### src/rtl/if_stage_if.sv
// Bus bundle between the instruction-fetch stage and its environment.
// The environment side (ID stage, hazard unit, instruction memory) uses the
// master modport; the fetch stage uses the slave modport.
interface if_stage_if;
  logic [2:0]  PCSrc;
  logic [31:0] BranchAddr;
  logic [31:0] JumpAddr;
  logic [31:0] JrAddr;
  logic        Stall;
  logic [31:0] Inst;
  logic [31:0] InstAddr;
  logic [31:0] PCAdd4;
  logic [31:0] ID_Inst;
  logic [31:0] ID_PCAdd4;
  logic        ID_Valid;
  logic        AddrErr;

  modport master (
    output PCSrc, BranchAddr, JumpAddr, JrAddr, Stall, Inst,
    input  InstAddr, PCAdd4, ID_Inst, ID_PCAdd4, ID_Valid, AddrErr
  );

  modport slave (
    input  PCSrc, BranchAddr, JumpAddr, JrAddr, Stall, Inst,
    output InstAddr, PCAdd4, ID_Inst, ID_PCAdd4, ID_Valid, AddrErr
  );
endinterface

### src/rtl/if_stage.sv
// Instruction-fetch stage of a 5-stage MIPS pipeline.
// Holds the PC, forms PC+4, selects the next PC from ID-supplied targets and
// registers the fetched instruction into the IF/ID pipeline register.
// Optional feature macro: IF_DELAY_SLOT_EN -- when defined, the instruction
// fetched in a redirect cycle is kept (branch delay slot); otherwise it is
// squashed to NOP_INST with ID_Valid=0.
module if_stage #(
  parameter logic [31:0] RESET_PC = 32'h0000_0000,
  parameter logic [31:0] NOP_INST = 32'h0000_0000
) (
  input logic        Clk,
  input logic        Clrn,
  if_stage_if.slave  bus
);

`ifdef IF_DELAY_SLOT_EN
  localparam bit SQUASH_ON_REDIRECT = 1'b0;
`else
  localparam bit SQUASH_ON_REDIRECT = 1'b1;
`endif

  logic [31:0] pc_q, pc_d;
  logic [31:0] id_inst_q, id_inst_d;
  logic [31:0] id_pc_add4_q, id_pc_add4_d;
  logic        id_valid_q, id_valid_d;
  logic        addr_err_q, addr_err_d;

  logic [31:0] pc_add4;
  logic [31:0] target;
  logic        squash;

  // Sequential PC+4; 32-bit modulo arithmetic, wrap is silent.
  assign pc_add4 = pc_q + 32'd4;

  // Next-PC target selection from the PCSrc encoding (110/111 fall back to PC+4).
  always_comb begin
    // NOTE: every output of a combinational block gets a default first so no
    // path can leave it unassigned and infer a latch.
    target = pc_add4;
    squash = 1'b0;
    case (bus.PCSrc)
      3'b001: begin
        target = bus.BranchAddr;
        squash = SQUASH_ON_REDIRECT;
      end
      3'b010, 3'b011: begin
        target = bus.JumpAddr;
        squash = SQUASH_ON_REDIRECT;
      end
      3'b100, 3'b101: begin
        target = bus.JrAddr;
        squash = SQUASH_ON_REDIRECT;
      end
      default: ;
    endcase
  end

  // Next-state for PC, IF/ID and the sticky alignment error; Stall freezes all.
  always_comb begin
    pc_d         = pc_q;
    id_inst_d    = id_inst_q;
    id_pc_add4_d = id_pc_add4_q;
    id_valid_d   = id_valid_q;
    addr_err_d   = addr_err_q;
    if (!bus.Stall) begin
      pc_d         = {target[31:2], 2'b00};
      addr_err_d   = addr_err_q | (|target[1:0]);
      id_pc_add4_d = pc_add4;
      id_inst_d    = squash ? NOP_INST : bus.Inst;
      id_valid_d   = ~squash;
    end
  end

  // State registers with asynchronous active-low reset.
  always_ff @(posedge Clk or negedge Clrn) begin
    // NOTE: sequential state uses non-blocking assignments so every flop
    // samples pre-edge values regardless of statement order.
    if (!Clrn) begin
      pc_q         <= RESET_PC;
      id_inst_q    <= NOP_INST;
      id_pc_add4_q <= 32'h0000_0000;
      id_valid_q   <= 1'b0;
      addr_err_q   <= 1'b0;
    end else begin
      pc_q         <= pc_d;
      id_inst_q    <= id_inst_d;
      id_pc_add4_q <= id_pc_add4_d;
      id_valid_q   <= id_valid_d;
      addr_err_q   <= addr_err_d;
    end
  end

  assign bus.InstAddr  = pc_q;
  assign bus.PCAdd4    = pc_add4;
  assign bus.ID_Inst   = id_inst_q;
  assign bus.ID_PCAdd4 = id_pc_add4_q;
  assign bus.ID_Valid  = id_valid_q;
  assign bus.AddrErr   = addr_err_q;

endmodule

### src/flat_wrapper.sv
// flat-port wrapper written by rule: the top's interface ports become plain ports
module if_stage_flat 
#(
  parameter logic [31:0] RESET_PC = 32'h0000_0000,
  parameter logic [31:0] NOP_INST = 32'h0000_0000
)
  (Clk, Clrn, bus_PCSrc, bus_BranchAddr, bus_JumpAddr, bus_JrAddr, bus_Stall, bus_Inst, bus_InstAddr, bus_PCAdd4, bus_ID_Inst, bus_ID_PCAdd4, bus_ID_Valid, bus_AddrErr);
  if_stage_if bus_i ();
  input logic Clk;
  input logic Clrn;
  input wire logic [$bits(bus_i.PCSrc)-1:0] bus_PCSrc;
  input wire logic [$bits(bus_i.BranchAddr)-1:0] bus_BranchAddr;
  input wire logic [$bits(bus_i.JumpAddr)-1:0] bus_JumpAddr;
  input wire logic [$bits(bus_i.JrAddr)-1:0] bus_JrAddr;
  input wire logic [$bits(bus_i.Stall)-1:0] bus_Stall;
  input wire logic [$bits(bus_i.Inst)-1:0] bus_Inst;
  output wire logic [$bits(bus_i.InstAddr)-1:0] bus_InstAddr;
  output wire logic [$bits(bus_i.PCAdd4)-1:0] bus_PCAdd4;
  output wire logic [$bits(bus_i.ID_Inst)-1:0] bus_ID_Inst;
  output wire logic [$bits(bus_i.ID_PCAdd4)-1:0] bus_ID_PCAdd4;
  output wire logic [$bits(bus_i.ID_Valid)-1:0] bus_ID_Valid;
  output wire logic [$bits(bus_i.AddrErr)-1:0] bus_AddrErr;
  assign bus_i.PCSrc = bus_PCSrc;
  assign bus_i.BranchAddr = bus_BranchAddr;
  assign bus_i.JumpAddr = bus_JumpAddr;
  assign bus_i.JrAddr = bus_JrAddr;
  assign bus_i.Stall = bus_Stall;
  assign bus_i.Inst = bus_Inst;
  assign bus_InstAddr = bus_i.InstAddr;
  assign bus_PCAdd4 = bus_i.PCAdd4;
  assign bus_ID_Inst = bus_i.ID_Inst;
  assign bus_ID_PCAdd4 = bus_i.ID_PCAdd4;
  assign bus_ID_Valid = bus_i.ID_Valid;
  assign bus_AddrErr = bus_i.AddrErr;
  if_stage #(.RESET_PC(RESET_PC), .NOP_INST(NOP_INST)) u_core (.Clk(Clk), .Clrn(Clrn), .bus(bus_i));
endmodule
### config.mk
export PLATFORM = sky130hd
export DESIGN_NAME = if_stage_flat
export DESIGN_NICKNAME = d
export VERILOG_FILES = /design/src/rtl/if_stage_if.sv /design/src/rtl/if_stage.sv /design/src/flat_wrapper.sv
export SDC_FILE = /design/constraint.sdc
export NUM_CORES = 1
export LEC_CHECK = 0
export BUFFER_PORTS_ARGS = -buffer_cell sky130_fd_sc_hd__buf_2
export CORE_ASPECT_RATIO = 1.4
export CORE_MARGIN = 2
export CORE_UTILIZATION = 40
export CTS_BUF_LIST = sky130_fd_sc_hd__clkbuf_4 sky130_fd_sc_hd__clkbuf_8
export CTS_CLUSTER_SIZE = 16
export DETAILED_ROUTE_END_ITERATION = 12
export PLACE_DENSITY = 0.76
export SLEW_MARGIN = 20
export SYNTH_ARGS = -nofsm -noshare
export SYNTH_HDL_FRONTEND = slang
export SYNTH_SLANG_ARGS = --single-unit
### constraint.sdc
create_clock -name Clk -period 5.8 [get_ports Clk]
set_input_delay 1.16 -clock Clk [delete_from_list [all_inputs] [get_ports Clk]]
set_output_delay 1.16 -clock Clk [all_outputs]
set_load 0.01 [all_outputs]
After elaboration in Yosys (flattened, before gate mapping) --
Cells that the tools add are included.
Cells by class: $add $sub $neg 1, eq/ne operators 5, muxes and demuxes 3, bitwise logic cells 2, reductions and logical operators 4
Operator list (count):
- 32-bit one-hot mux with 3 select lines | 1
- 32-bit by 3-bit adder with 32-bit output (second input constant) | 1
- 32-bit two-way mux | 1
- 3-bit by 2-bit == test with 1-bit output (second input constant) | 2
- 3-bit == test (second input constant) | 2
- 2-bit OR reduction | 3
- 5-bit OR reduction | 1
- 3-bit by 1-bit == test with 1-bit output (second input constant) | 1
- 1-bit two-way mux | 1
- 1-bit inverter | 1
- 1-bit OR | 1
Word-level totals: bits in registers 96, logic and storage cells 20

Logic depth before layout (Yosys ltp) --
Gate-level depths: netlist of the first run.
depth in word-level cells 5, depth in mapped cells 9

Least setup slack after synthesis of the first run --
No wires, ideal clock.
kind reg-to-output, from register u_core.pc_q[2], in the netlist u_core.bus.InstAddr[2], to output bus_PCAdd4[26], arrival 2.123 ns, required time 4.640 ns, setup slack 2.517 ns, stages on the path, launching flop included 7, path buffers 1, cell sequence dfrtp_1 -> ha_1 -> nand4_2 -> or4_1 -> buf_2 -> or3_4 -> xnor2_1
Between the ends: cells in the longest elaborated chain, start to end 1
Ends and longest elaborated chain:
- start: declaration | line if_stage.sv:22 | logic [31:0] pc_q, pc_d;
- start signal: assignment | line if_stage.sv:85 | pc_q <= pc_d;
- 32-bit by 3-bit adder with 32-bit output | line if_stage.sv:33 | assign pc_add4 = pc_q + 32'd4;
- end: declaration | line flat_wrapper.sv:18 | output wire logic [$bits(bus_i.PCAdd4)-1:0] bus_PCAdd4;
Every way passes these cells.

Worst setup path after layout of the first run --
from register u_core.pc_q[2], in the netlist u_core.bus.InstAddr[2], to output bus_PCAdd4[28]
The elaborated chain is that of the path after synthesis.

==> results of run 1 <==
-- per-stage QoR --
stage / setup WS [ns] / std cells / total power [mW] / hold WS (ns)
floorplan: 2.52 / 557 / 1.23 / 0.512
global placement: 2.30 / 924 / 1.54 / 0.460
detailed placement: 2.20 / 924 / 1.55 / 0.457
CTS: 1.78 / 940 / 2.01 / 0.480
global route: 1.63 / 941 / 2.11 / 0.509
finish: 1.79 / 941 / 1.99 / 0.482
-- metal layers --
metal	track usage [%]	vias up	share of wire, %
li1	-	2435	-
met1	29.0	2468	37
met2	42.8	213	52
met3	6.44	26	8.3
met4	8.68	4	2.3
met5	0	-	0.15
-- synth_stat cells, types with 2 or more instances --
master and number:
nand2_1 105, dfrtp_1 94, o21ai_0 61, clkbuf_1 34
mux2_2 31, nor2_1 25, a222oi_1 20, xnor2_1 20
a21oi_1 19, inv_1 15, nand3_1 13, nand4_1 11
xor2_1 8, a22oi_1 7, buf_1 6, buf_4 6
nor3_1 6, a22o_1 5, nor4_1 5, a2bb2oi_1 4
o221ai_1 4, o22ai_1 4, o31a_1 4, a31oi_1 3
ha_1 3, mux2i_1 3, o2bb2ai_1 3, or4_1 3
a211o_1 2, a221o_1 2, a221oi_1 2, and2_1 2
and3_1 2, and4_1 2, nand2b_1 2, nand4_2 2
-- final cells by class --
cell class | count | share of cell area (%)
inverter | 16 | 0.902
tap | 150 | 2.82
multi-input combinational | 399 | 37.6
timing repair buffer | 265 | 20.3
clock buffer | 11 | 2.18
clock inverter | 5 | 0.864
sequential | 94 | 35.3
antenna | 1 | 0.0376
-- cell families (layout without fill, tap and decap cells) --
group                      Yosys count  after routing  synth area share (%)
other                                1              7                0.0738
and+or+nand+nor                    183            183                  16.3
AOI/OAI and AO/OA                  145            145                  19.1
buffers and inverters               64            297                  5.22
DFF                                 94             94                  46.3
muxes                               34             34                  7.46
adders and majority gates            3              3                 0.739
xor gates and xnor gates            28             28                  4.83
-- power by group --
part	leakage [nW]	total [mW]	switching (mW)	internal (mW)
clock network	0.107	0.457	0.240	0.217
logic	2.07	0.645	0.359	0.286
registers	1.18	0.887	0.114	0.773
total	3.36	1.99	0.713	1.28
-- worst register-to-register path, cell delays in order, from the launching register on --
cell and delay (ns):
dfrtp_1 0.49, ha_1 0.31, nand4_2 0.18, or4_1 0.72
nor4_1 0.44, mux2_2 0.39, a221oi_1 0.21
-- registers in the layout, summed over array words and instances, names as in the netlist --
name / cells
u_core.bus.AddrErr: 1
u_core.bus.ID_Inst: 32
u_core.bus.ID_PCAdd4: 30
u_core.bus.ID_Valid: 1
u_core.bus.InstAddr: 30
-- worst paths after layout --
check	to	slack (ns)	cells past startpoint
min in group asynchronous	u_core.bus.ID_PCAdd4[19]$_DFFE_PN0N_	0.68	1
max in group asynchronous	u_core.bus.ID_PCAdd4[9]$_DFFE_PN0N_	3.89	2
worst max register to register	u_core.bus.InstAddr[28]$_DFFE_PN0N_	2.97	6
worst max-delay path	bus_PCAdd4[28]	1.79	6
worst min register to register	u_core.bus.AddrErr$_DFFE_PN0N_	0.48	1
worst min-delay path	u_core.bus.AddrErr$_DFFE_PN0N_	0.48	1
==> flow_summary.yaml, run 1 <==
worst_setup_path:
  crit_arrival_ns: 2.85
  timing.rr.start: "u_core.bus.InstAddr[2]$_DFFE_PN0N_"
  startpoint: "u_core.bus.InstAddr[2]$_DFFE_PN0N_"
  cp_slowest_cell: "or4_1"
  critPathKind: "reg -> out"
  cp_num_buf_inv: 1
  cp_data_required_time_ns: 4.64
  crit_path_end_kind: "output port"
  path_delay_family: "simple AND/OR/NAND/NOR gates"
  crit_chain: "ha_1, nand4_2, or4_1, nor4_1, xnor2_1, buf_2"
  critPathMaxFanout: 8
  start_kind: "flop"
  slowest_delay_ns: 0.71
synth:
  async_flop_share_pct: 100
  avgSynthCellArea_um2: 9.20
  synth.top_cell.area_share_pct: 46.3
  synth-main-ff-cell: "dfrtp_1"
  synth_seq_area_share_pct: 46.3
  yosysUniqueCellTypes: 50
  syn_area_um2: 5080
  synthCells: 552
  yosys_warnings: 0
  yosys.area.top_type: "dfrtp_1"
  synth-edff-count: 0
  synthTopCellsByArea: "dfrtp_1 46%, nand2_1 7.8%, mux2_2 6.9%"
  ys_seq_elements: 94
final_layout:
  final_cell_area_um2: 6660
  fillers: 1237
  multi_input_area_um2: 2500
  mostFrequentLayoutCells: "255 x buf_2, 105 x nand2_1, 94 x dfrtp_1, 61 x o21ai_0, 31 x mux2_2"
  final_common_cell: "buf_2"
  nNetsFinal: 922
  seq_area_um2: 2350
  area_growth_pct: 31.1
  drive_gt1_share_pct: 40.8
  final_util_pct: 53.8
timing:
  fin_crit_ns: 4.01
  hold_viol_final: 0
  finalCritPeriodShare_pct: 69.1
  tightestPinTransition_ns: 1.15
  slew_violations: 0
  skew_ns: 0.0110
  rsz0062_at_grt: "false"
  setup_viol: 0
  setup_tns_ns: 0
  relSlewSlack_pct: 22.7
  max_clock_freq_mhz: 250
clocking:
  htreeDepth: 3
  cts_root_buffer: "clkbuf_8"
  cts.clk_slew.worst_paths_ns: 0.10
  clockBufferDepth: 2
  clock_sinks: 94
  tritoncts: "done"
  clock_latency_ns: 0.37
  postCtsSetupRepairBufs: 0
  post_cts_resized: 0
  cts_hold_buf: 0
  cts_buffers: 9
detailed_routing:
  drc: 0
  viasPerCell: 5.47
  vias: 5146
  wire_per_inst_um: 18.0
  ant_nets: 0
  firstDrtPassIters: 5
  drt_iter0_markers: 291
  wirelength_mm: 16.9
power:
  p_leak_nw: 3.36
  peakVddDrop_mv: 0.123
  power.density_nw_per_um2: 299
worst_hold_path:
  worst_hold_path_type: "reg -> reg"
  hold_start: "u_core.bus.AddrErr$_DFFE_PN0N_"
place:
  post_dp_cell_area_um2: 6450
  dpl.hpwl_mm: 12.5
  place.gp.congestion: 0.849
  io_buffers: 257
die:
  die_y_um: 137
  dieArea_um2: 13600
  ioPinCount: 264
  rows: 48
  core_um2: 12400
  start_util_pct: 41.1
  die_w_um: 99.2
outcome:
  outcome: "complete, no violations"
grt:
  antenna_found_initial: 3
  first_global_vias: 4862
  grt_pass1_wl_mm: 25.9
  grt_util_all_layers_pct: 24.5
  grt_start_max_net_pins: 81
  grt-ovfl-total: 0
run:
  drv_cap: 0
(Power assumes the default switching activity.)
==> run 2: changes to the inputs <==
Clock period 5.8 ns to 3.7 ns, I/O delays scaled along.
==> run 2 against run 1 <==
Against the previous run: clock power grew 72%; critical path depth unchanged; total power rose by 61%; first-iteration DRC count up 21%; cell area increased by 1.1%; clock skew decreased by 0.00051 ns; largest cell class unchanged.
==> flow_summary.yaml, run 2 (synthesis results as in run 1) <==
grt:
  grt-ovfl-total: 0
  grt_start_max_net_pins: 74
  grt_util_all_layers_pct: 24.7
  grt_pass1_wl_mm: 26.4
  first_global_vias: 4959
  antenna_found_initial: 2
power:
  power_frac_comb_pct: 31.8
  power_switching_mw: 1.11
  power.density_nw_per_um2: 475
  p_leak_nw: 3.39
  switching_share_pct: 34.7
  p_int_mw: 2.09
  peakVddDrop_mv: 0.203
  power_frac_clock_pct: 24.6
  seq_power_share_pct: 43.6
clocking:
  clockBufferDepth: 2
  postCtsSetupRepairBufs: 0
  cts_hold_buf: 0
  clock_latency_ns: 0.36
  post_cts_resized: 0
  cts.clk_slew.worst_paths_ns: 0.09
  cts_buffers: 9
  clock_sinks: 94
  htreeDepth: 3
  tritoncts: "done"
  cts_root_buffer: "clkbuf_8"
timing:
  finalCritPeriodShare_pct: 95.3
  setup_tns_ns: 0
  setup_viol: 0
  skew_ns: 0.0105
  relSlewSlack_pct: 37.9
  hold_viol_final: 0
  fin_crit_ns: 3.53
  max_clock_freq_mhz: 284
  tightestPinTransition_ns: 0.931
  slew_violations: 0
  rsz0062_at_grt: "false"
run:
  drv_cap: 0
place:
  dpl.hpwl_mm: 12.8
  place.gp.congestion: 0.837
  io_buffers: 257
  dpl.cell_count: 930
final_layout:
  fillers: 1201
  antennaDiodeCount: 0
  mostFrequentLayoutCells: "255 x buf_2, 105 x nand2_1, 94 x dfrtp_1, 61 x o21ai_0, 31 x mux2_2"
  nNetsFinal: 928
  final_cells: 946
  final_common_cell: "buf_2"
  drive_gt1_share_pct: 41.3
  area_growth_pct: 32.5
  largest_reg_flops: 32
worst_setup_path:
  critPathMaxFanout: 8
  critPathKind: "reg -> out"
  slowest_delay_ns: 0.72
  crit_chain: "ha_1, nand4_2, or4_1, or3_4, xnor2_1, buf_2"
  crit_arrival_ns: 2.79
  start_kind: "flop"
  crit_path_end_kind: "output port"
  cp_data_required_time_ns: 2.96
  cp_slowest_cell: "or4_1"
  reg2reg_slack_ns: 0.97
die:
  die_w_um: 99.2
  dieArea_um2: 13600
  start_util_pct: 41.1
  die_y_um: 137
  rows: 48
  ioPinCount: 264
  core_um2: 12400
worst_hold_path:
  worst_hold_path_type: "reg -> reg"
detailed_routing:
  wire_per_inst_um: 18.1
  drc: 0
  firstDrtPassIters: 6
  wirelength_mm: 17.1
  vias: 5164
  ant_nets: 0
  viasPerCell: 5.46
  drt_iter0_markers: 353
outcome:
  outcome: "complete, no violations"
## run 2: worst max-delay path, delay by kind of cell (launching register included)
family / cells / cell delay [ns]
adder cells (fa/ha/maj): 1 / 0.30
flip-flops: 1 / 0.47
buffers and inverters: 1 / 0.16
XOR/XNOR: 1 / 0.17
AND/OR/NAND/NOR: 3 / 1.33
## run 2: area by class of cell
type	count	area, um^2	area share [%]
multi-input cells	399	2510	37.3
well taps	150	188	2.79
repair buffers	271	1400	20.7
flip-flops and latches	94	2350	34.9
inverters	16	60.1	0.892
clock inverters	3	67.6	1.00
clock buffers	13	160	2.38
## run 2: power groups by stage
stage          clock network (mW)  logic, mW  registers [mW]
5_1_grt                     0.845       1.12            1.42
2_1_floorplan                   0      0.467            1.47
3_3_place_gp                    0       1.01            1.40
3_5_place_dp                    0       1.03            1.41
6_report                    0.787       1.02            1.39
4_1_cts                     0.806       1.03            1.39
## run 2: metrics by stage
step | instance area (um^2) | power (mW) | hold WS (ns) | utilization (%) | worst slack (ns)
4_1_cts | 6730 | 3.23 | 0.493 | 54.4 | 0.142
3_5_place_dp | 6500 | 2.44 | 0.470 | 52.5 | 0.547
5_1_grt | 6730 | 3.39 | 0.513 | 54.4 | 0.00472
2_1_floorplan | 5100 | 1.93 | 0.444 | - | 0.837
6_report | 6730 | 3.20 | 0.486 | 54.4 | 0.174
3_3_place_gp | 6500 | 2.42 | 0.463 | 52.5 | 0.611
## run 2: routing by layer
layer	wire [um]	up-vias	global-route usage, %
met5	24	-	0
met4	435	4	9.13
met3	1360	33	6.04
met2	8800	242	43.7
met1	6500	2437	29.0
li1	-	2448	-
## run 2: worst paths after layout
check / start / endpoint / cells after the start
worst max-delay path: u_core.bus.InstAddr[2]$_DFFE_PN0N_ / bus_PCAdd4[26] / 6
worst min-delay path: u_core.bus.ID_Inst[11]$_DFFE_PN0N_ / u_core.bus.ID_Inst[11]$_DFFE_PN0N_ / 2
worst max register to register: u_core.bus.InstAddr[2]$_DFFE_PN0N_ / u_core.bus.InstAddr[26]$_DFFE_PN0N_ / 6
worst min register to register: u_core.bus.ID_Inst[11]$_DFFE_PN0N_ / u_core.bus.ID_Inst[11]$_DFFE_PN0N_ / 2
max in group asynchronous: Clrn / u_core.bus.InstAddr[4]$_DFFE_PN0N_ / 2
min in group asynchronous: Clrn / u_core.bus.ID_PCAdd4[19]$_DFFE_PN0N_ / 1
==> run 3: changes to the inputs <==
==> constraint.sdc (replaced) <==
create_clock -name Clk -period 3.7 [get_ports Clk]
set_input_delay 0.74 -clock Clk [delete_from_list [all_inputs] [get_ports Clk]]
set_output_delay 0.74 -clock Clk [all_outputs]
set_load 0.005 [all_outputs]
==> run 3 against run 2 <==
Against the previous run: sequential power about the same; worst hold slack lost 0.041 ns; sequential share of layout area fell by 0.078 points; total power is 4.7% lower; largest cell class unchanged.
==> flow_summary.yaml, run 3 (synthesis results as in run 1) <==
outcome:
  outcome: "complete, no violations"
final_layout:
  antennaDiodeCount: 0
  drive_gt1_share_pct: 41.7
  nNetsFinal: 931
  final_common_cell: "buf_2"
  largest_reg_flops: 32
  final_util_pct: 54.5
  fillers: 1165
  mostFrequentLayoutCells: "255 x buf_2, 105 x nand2_1, 94 x dfrtp_1, 61 x o21ai_0, 31 x mux2_2"
  area_growth_pct: 32.8
worst_setup_path:
  crit_path_end_kind: "output port"
  cp_data_required_time_ns: 2.96
  critPathKind: "reg -> out"
  start_kind: "flop"
  timing.rr.start: "u_core.bus.InstAddr[2]$_DFFE_PN0N_"
  critPathMaxFanout: 8
  crit_arrival_ns: 2.65
  startpoint: "u_core.bus.InstAddr[2]$_DFFE_PN0N_"
timing:
  setup_viol: 0
  skew_ns: 0.0137
  relSlewSlack_pct: 42.3
  max_clock_freq_mhz: 295
  slew_violations: 0
  tightestPinTransition_ns: 0.866
  fin_crit_ns: 3.39
  hold_viol_final: 0
  rsz0062_at_grt: "false"
  finalCritPeriodShare_pct: 91.7
  setup_tns_ns: 0
clocking:
  htreeDepth: 3
  cts_buffers: 9
  postCtsSetupRepairBufs: 0
  clock_latency_ns: 0.37
  clock_sinks: 94
  post_cts_resized: 0
  tritoncts: "done"
  cts_root_buffer: "clkbuf_8"
  cts_hold_buf: 0
  cts.clk_slew.worst_paths_ns: 0.10
  clockBufferDepth: 2
grt:
  grt_start_max_net_pins: 76
  grt_util_all_layers_pct: 24.3
  first_global_vias: 4855
  grt_pass1_wl_mm: 25.6
  antenna_found_initial: 3
  grt-ovfl-total: 0
worst_hold_path:
  worst_hold_path_type: "in -> async"
detailed_routing:
  wire_per_inst_um: 17.8
  wirelength_mm: 16.9
  firstDrtPassIters: 5
  ant_nets: 0
  viasPerCell: 5.39
  drt_iter0_markers: 351
  drc: 0
  vias: 5114
die:
  core_um2: 12400
  ioPinCount: 264
  die_w_um: 99.2
  dieArea_um2: 13600
  start_util_pct: 41.1
  rows: 48
  die_y_um: 137
power:
  seq_power_share_pct: 45.6
  peakVddDrop_mv: 0.206
  power.density_nw_per_um2: 452
  power_switching_mw: 1.03
  power_frac_comb_pct: 30.0
  p_int_mw: 2.02
  p_leak_nw: 3.40
  power_frac_clock_pct: 24.4
  switching_share_pct: 33.7
run:
  drv_cap: 0
place:
  io_buffers: 257
  dpl.hpwl_mm: 12.7
  place.gp.congestion: 0.847
## run 3: worst paths after layout
path	slack [ns]	to	cells after the start
min in group Clk	0.49	u_core.bus.ID_Inst[24]$_DFFE_PN0N_	2
worst min-delay path	0.44	u_core.bus.ID_PCAdd4[16]$_DFFE_PN0N_	1
worst max-delay path	0.31	bus_PCAdd4[26]	6
worst max register to register	1.10	u_core.bus.InstAddr[26]$_DFFE_PN0N_	6
worst min register to register	0.49	u_core.bus.ID_Inst[24]$_DFFE_PN0N_	2
max in group asynchronous	2.49	u_core.bus.InstAddr[2]$_DFFE_PN0N_	2
## run 3: per-layer routing
| layer | vias to the layer above | GRT usage, % | wire length, um |
|---|---|---|---|
| li1 | 2456 | - | - |
| met1 | 2415 | 28.5 | 6450 |
| met2 | 213 | 42.7 | 8600 |
| met3 | 26 | 7.00 | 1510 |
| met4 | 4 | 8.14 | 342 |
| met5 | - | 0 | 19 |
## run 3: critical path: stages, from the launching register on
cell,delay (ns)
dfrtp_1,0.49
ha_1,0.31
nand4_2,0.19
or4_4,0.61
or3_4,0.38
xnor2_1,0.17
buf_2,0.14
## run 3: layout make-up
type	instances	area [um^2]	area share, %
Timing Repair Buffer	274	1420	21.0
Inverter	16	60.1	0.890
Clock inverter	5	65.1	0.964
Multi-Input combinational cell	399	2510	37.2
Sequential cell	94	2350	34.9
Tap cell	150	188	2.78
Clock buffer	11	151	2.24
## run 3: power by group through the flow
stage	Sequential, mW	Clock [mW]	Combinational (mW)
after global routing	1.42	0.807	1.02
after floorplan	1.39	0	0.437
final	1.39	0.744	0.913
after global placement	1.40	0	0.914
after CTS	1.39	0.763	0.927
after detailed placement	1.41	0	0.924
## run 3: metrics by stage
step | hold slack [ns] | instances | setup WS, ns | total power [mW] | instance area [um^2]
global placement | 0.461 | 933 | 0.654 | 2.31 | 6520
detailed placement | 0.468 | 933 | 0.541 | 2.33 | 6520
finish | 0.444 | 949 | 0.309 | 3.05 | 6750
CTS | 0.467 | 949 | 0.119 | 3.08 | 6740
floorplan | 0.444 | 557 | 0.956 | 1.83 | 5100
global route | 0.499 | 949 | 0.122 | 3.25 | 6750
